$ cat src/rtl/vector_lane_sequencer.sv
// vector_lane_sequencer: streams captured 256-bit vector operands lane by lane through the
// shared scalar ALU and reassembles the per-lane results for vector writeback.
module vector_lane_sequencer #(
   parameter int LANE_W = 32,
   parameter int LANES  = 8
) (
   input  logic                      clk,
   input  logic                      rst,
   input  logic                      start_i,
   input  logic                      flush_i,
   input  logic [LANE_W*LANES-1:0]   vrs1_i,
   input  logic [LANE_W*LANES-1:0]   vrs2_i,
   input  logic [2:0]                aluop_i,
   input  logic [4:0]                rd_i,
   output logic [LANE_W-1:0]         lane_a_o,
   output logic [LANE_W-1:0]         lane_b_o,
   output logic [2:0]                lane_op_o,
   output logic                      lane_valid_o,
   input  logic [LANE_W-1:0]         lane_result_i,
   output logic                      stall_o,
   output logic [LANE_W*LANES-1:0]   result_o,
   output logic [4:0]                result_rd_o,
   output logic                      result_valid_o
);
   localparam int VW = LANE_W*LANES;
   localparam int IW = $clog2(LANES);
   typedef enum logic [1:0] {IDLE, RUN, DONE} state_t;
   state_t          state_q, state_d;
   logic [IW-1:0]   idx_q, idx_d;
   logic [VW-1:0]   opa_q, opa_d, opb_q, opb_d, acc_q, acc_d, result_q, result_d;
   logic [2:0]      op_q, op_d;
   logic [4:0]      rd_q, rd_d, result_rd_q, result_rd_d;
   logic            run, last;
   assign run            = state_q == RUN;
   assign last           = idx_q == IW'(LANES-1);
   assign lane_valid_o   = run;
   assign stall_o        = run;
   assign lane_a_o       = run ? opa_q[idx_q*LANE_W +: LANE_W] : '0;
   assign lane_b_o       = run ? opb_q[idx_q*LANE_W +: LANE_W] : '0;
   assign lane_op_o      = run ? op_q : '0;
   assign result_valid_o = state_q == DONE;
   assign result_o       = result_q;
   assign result_rd_o    = result_rd_q;
   always_comb begin
      state_d     = state_q;
      idx_d       = idx_q;
      opa_d       = opa_q;
      opb_d       = opb_q;
      op_d        = op_q;
      rd_d        = rd_q;
      acc_d       = acc_q;
      result_d    = result_q;
      result_rd_d = result_rd_q;
      if (flush_i) begin
         state_d = IDLE;
         idx_d   = '0;
      end else if (run) begin
         acc_d[idx_q*LANE_W +: LANE_W] = lane_result_i;
         idx_d = last ? '0 : idx_q + 1'b1;
         if (last) begin
            state_d     = DONE;
            result_d    = acc_d;
            result_rd_d = rd_q;
         end
      end else begin
         // IDLE and DONE both accept a new op, giving back-to-back issue
         state_d = start_i ? RUN : IDLE;
         idx_d   = '0;
         if (start_i) begin
            opa_d = vrs1_i;
            opb_d = vrs2_i;
            op_d  = aluop_i;
            rd_d  = rd_i;
         end
      end
   end
   always_ff @(posedge clk or posedge rst) begin
      if (rst) begin
         state_q     <= IDLE;
         idx_q       <= '0;
         opa_q       <= '0;
         opb_q       <= '0;
         op_q        <= '0;
         rd_q        <= '0;
         acc_q       <= '0;
         result_q    <= '0;
         result_rd_q <= '0;
      end else begin
         state_q     <= state_d;
         idx_q       <= idx_d;
         opa_q       <= opa_d;
         opb_q       <= opb_d;
         op_q        <= op_d;
         rd_q        <= rd_d;
         acc_q       <= acc_d;
         result_q    <= result_d;
         result_rd_q <= result_rd_d;
      end
   end
endmodule

$ cat config.mk
export PLATFORM = sky130hd
export DESIGN_NAME = vector_lane_sequencer
export DESIGN_NICKNAME = d
export VERILOG_FILES = /design/src/rtl/vector_lane_sequencer.sv
export SDC_FILE = /design/constraint.sdc
export NUM_CORES = 2
export LEC_CHECK = 0
export BUFFER_PORTS_ARGS = -buffer_cell sky130_fd_sc_hd__buf_4
export CAP_MARGIN = 25
export CORE_AREA = 2 2 346 348
export CTS_CLUSTER_DIAMETER = 60
export DETAILED_ROUTE_END_ITERATION = 16
export DIE_AREA = 0 0 348 350
export GPL_ROUTABILITY_DRIVEN = 0
export PLACE_DENSITY = 0.66
export SYNTH_ARGS = -nofsm -noshare
export SYNTH_HDL_FRONTEND = slang
export SYNTH_SLANG_ARGS = --single-unit
$ cat constraint.sdc
create_clock -name clk -period 38.2 [get_ports clk]
set_clock_uncertainty 0.05 [all_clocks]
set_input_delay 5.73 -clock clk [delete_from_list [all_inputs] [get_ports clk]]
set_output_delay 5.73 -clock clk [all_outputs]
set_load 0.02 [all_outputs]
==> summary.md <==
| Metric | Value |
|---|---|
| Most frequent cells in the layout | dfrtp_1 (1040), buf_4 (942), mux2_2 (604), nand2_1 (335), o211ai_1 (286) |
| Period utilisation layout | 26.0% |
| P_leak | 0.0254 µW |
| Global-route wire length before repair | 241 mm |
| Worst Path Arrival | 4150 ps |
| Inst Count DP | 5755 |
| Number of flops mapped to enable cells by yosys | 0 |
| Gr usage total | a little over a quarter |
| Final worst path period need | 9930 ps |
| Pwr Density | 50.1 nW/µm² |
| Post-Syn Nets | 4182 |
| Synth async-reset ratio | 100% |
| Hold Slack | 428 ps |
| Synth Area in Compound Gates | 9.46% |
| DRC violations left | 0 |
| Yosys reg bits | 1042 |
| Slew Limit Fails | 0 |
| CTS tree | done |
| Setup TNS | 0 ps |
| Crit end category | primary output |
| CP required | around 32000 ps |
| Yosys cell types | 47 |
| Antenna violations before repair | 60 |
| Syn Inst Count | 3618 |
| WL per Instance | 27.7 µm |
| Max Buffers Root-to-Sink | 3 |
| Cell area after synthesis | between 40000 and 50000 µm² |
| Layout cells sized above 1 | 43.5% |
| Sequential element share of the synthesized area | 56.2% |
| Layout Cells excl Fill | roughly 6000 |
| Post-Syn Area per Cell | 12.8 µm² |
| CTS clk-pin slew, worst paths | 60 ps |
| Initial DRC Count | approximately 2900 |
| Gr ovfl total | 0 |
| Vias in the first global route | 34700 |
| Post-route ant nets | 0 |
| TritonCTS buffer count | 118 |
| Setup repair bufs after CTS | 0 |
| Pin count of the biggest net entering global routing | 207 |
| CP startpoint kind | register |
| Outcome | finished clean |
| Yosys warns | 0 |
| Core Box Area | 118000 µm² |
| XOR/XNOR share of the synthesized area | 0% |
| Slew HR | 30.2% |
| Worst Path Max Fanout | 42 |
| Post-synthesis mux area share | 23.0% |
| Most used DFF post-synth | dfrtp_1 |
| Min-delay worst type | reg2reg |
| Row Count | around 130 |
| Max_cap viols | 0 |
| DP HPWL | 114 mm |
| H-tree levels | 3 |
| RSZ-0062 raised after global routing | false |
| Via count | ~34000 |
| Layout overhead on the synthesized area | 25.9% |
| Leading area contributor after synthesis | dfrtp_1 |
| Vias per cell | approximately 5.7 |
| Largest cells by area after synthesis | dfrtp_1 (56%), mux2_2 (15%), mux4_2 (6.2%) |
| Initial core utilization | 39.4% |
| I/O Buffers | 886 |
| DRT Pass-1 Iters | 7 |
| Synth top area share | a little under three fifths |
| Worst-margin pin slew | approximately 1000 ps |
| Final setup fails | 0 |
| Total power | a little under 3000 µW |
| Simple-Gate Fraction of Synth Area | 7.39% |
| Final hold vios | 0 |
| Fraction of the mapped netlist area in adder cells | 0.216% |
| Max VDD drop | between 40 and 50 µV |
| Die height | approximately 350 µm |
| Top Ports | about 900 |
| Clk sinks | 1042 |
| Max Clk Rate | 0.101 GHz |
| Final #Nets | 4907 |
| DRT Wirelength | 166 mm |
| Die W | 348 µm |
| CTS Root Cell | clkbuf_16 |
| Hold buffers post-CTS | 0 |
| Die ar. | 122000 µm² |
| # resized after CTS | 0 |
| Commonest non-fill, non-tap cell in the layout | dfrtp_1 |
| Crit path kind | reg2out |
| Largest family of logic cells by synthesized area | multiplexers |
| Worst-Skew Late Latency | 720 ps |
-- routing by layer --
metal	wire [µm]	GRT usage, %	vias up
met5	34	0	-
met4	7040	11.4	6
met3	15100	7.75	287
met2	80400	43.8	1405
met1	63500	33.1	17700
li1	-	-	14800
-- cells by family after synthesis --
group	count (synthesis)
DFF	1042
adders and majority gates	8
muxes	824
AOI/OAI and AO/OA	646
buffers and inverters	402
and+or+nand+nor	696
-- Yosys cell counts (27+ instances only) --
| cell | n |
|---|---|
| a22o_1 | 64 |
| nor2_1 | 65 |
| buf_2 | 93 |
| nand2_1 | 335 |
| o31ai_1 | 32 |
| dfrtp_1 | 1042 |
| inv_1 | 53 |
| mux2_2 | 604 |
| nor4bb_1 | 27 |
| a31oi_1 | 64 |
| clkbuf_1 | 216 |
| mux2i_1 | 50 |
| o211ai_1 | 286 |
| mux2_1 | 42 |
| nand3_1 | 179 |
| o21ai_0 | 185 |
| mux4_2 | 128 |
| nand4_1 | 33 |
-- critical path: stages (launching register included) --
cell and delay (ps):
dfrtp_4 840, buf_4 820, buf_4 620, mux4_2 570, a22o_1 300, buf_4 190
-- layout make-up --
| type | count | area [µm²] |
|---|---|---|
| Antenna cell | 36 | 90.1 |
| Clock buffer | 169 | 3470 |
| Clock inverter | 44 | 582 |
| Fill cell | 10500 | 59400 |
| Inverter | 54 | 218 |
| Multi-Input combinational cell | 2174 | 18700 |
| Sequential cell | 1042 | 26100 |
| Tap cell | 1536 | 1920 |
| Timing Repair Buffer | 953 | 7320 |
-- state kept, by name (all words and copies together) (netlist names) --
signal       count
acc_q          256
opa_q          256
opb_q          256
result_o       256
rd_q             5
result_rd_o      5
idx_q            3
op_q             3
state_q          2
-- per-stage QoR --
stage	area, µm²	setup WS, ps	utilization, %
final	58400	28270	49.6
after floorplan	46400	3090	-
after detailed placement	54100	28090	46.0
after global placement	54100	28050	45.9
after global routing	58400	27950	49.6
after CTS	58200	28080	49.4
-- path summary, 6_finish.rpt --
check / from / end / slack (ps) / depth (start not counted)
max in group asynchronous: rst / opa_q[78] / 29330 / 7
worst max-delay path: idx_q[0] / lane_a_o[3] / 28270 / 5
min in group asynchronous: rst / opb_q[55] / 5110 / 2
worst max register to register: idx_q[1] / result_o[184] / 33060 / 9
worst min register to register: result_rd_o[0] / result_rd_o[0] / 430 / 2
worst min-delay path: result_rd_o[0] / result_rd_o[0] / 430 / 2
-- power breakdown --
part | switching [µW] | internal, µW
combinational | 179 | 231
clock | 484 | 700
sequential | 83.8 | 1250
total | 747 | 2180
(Power assumes the default switching activity.)
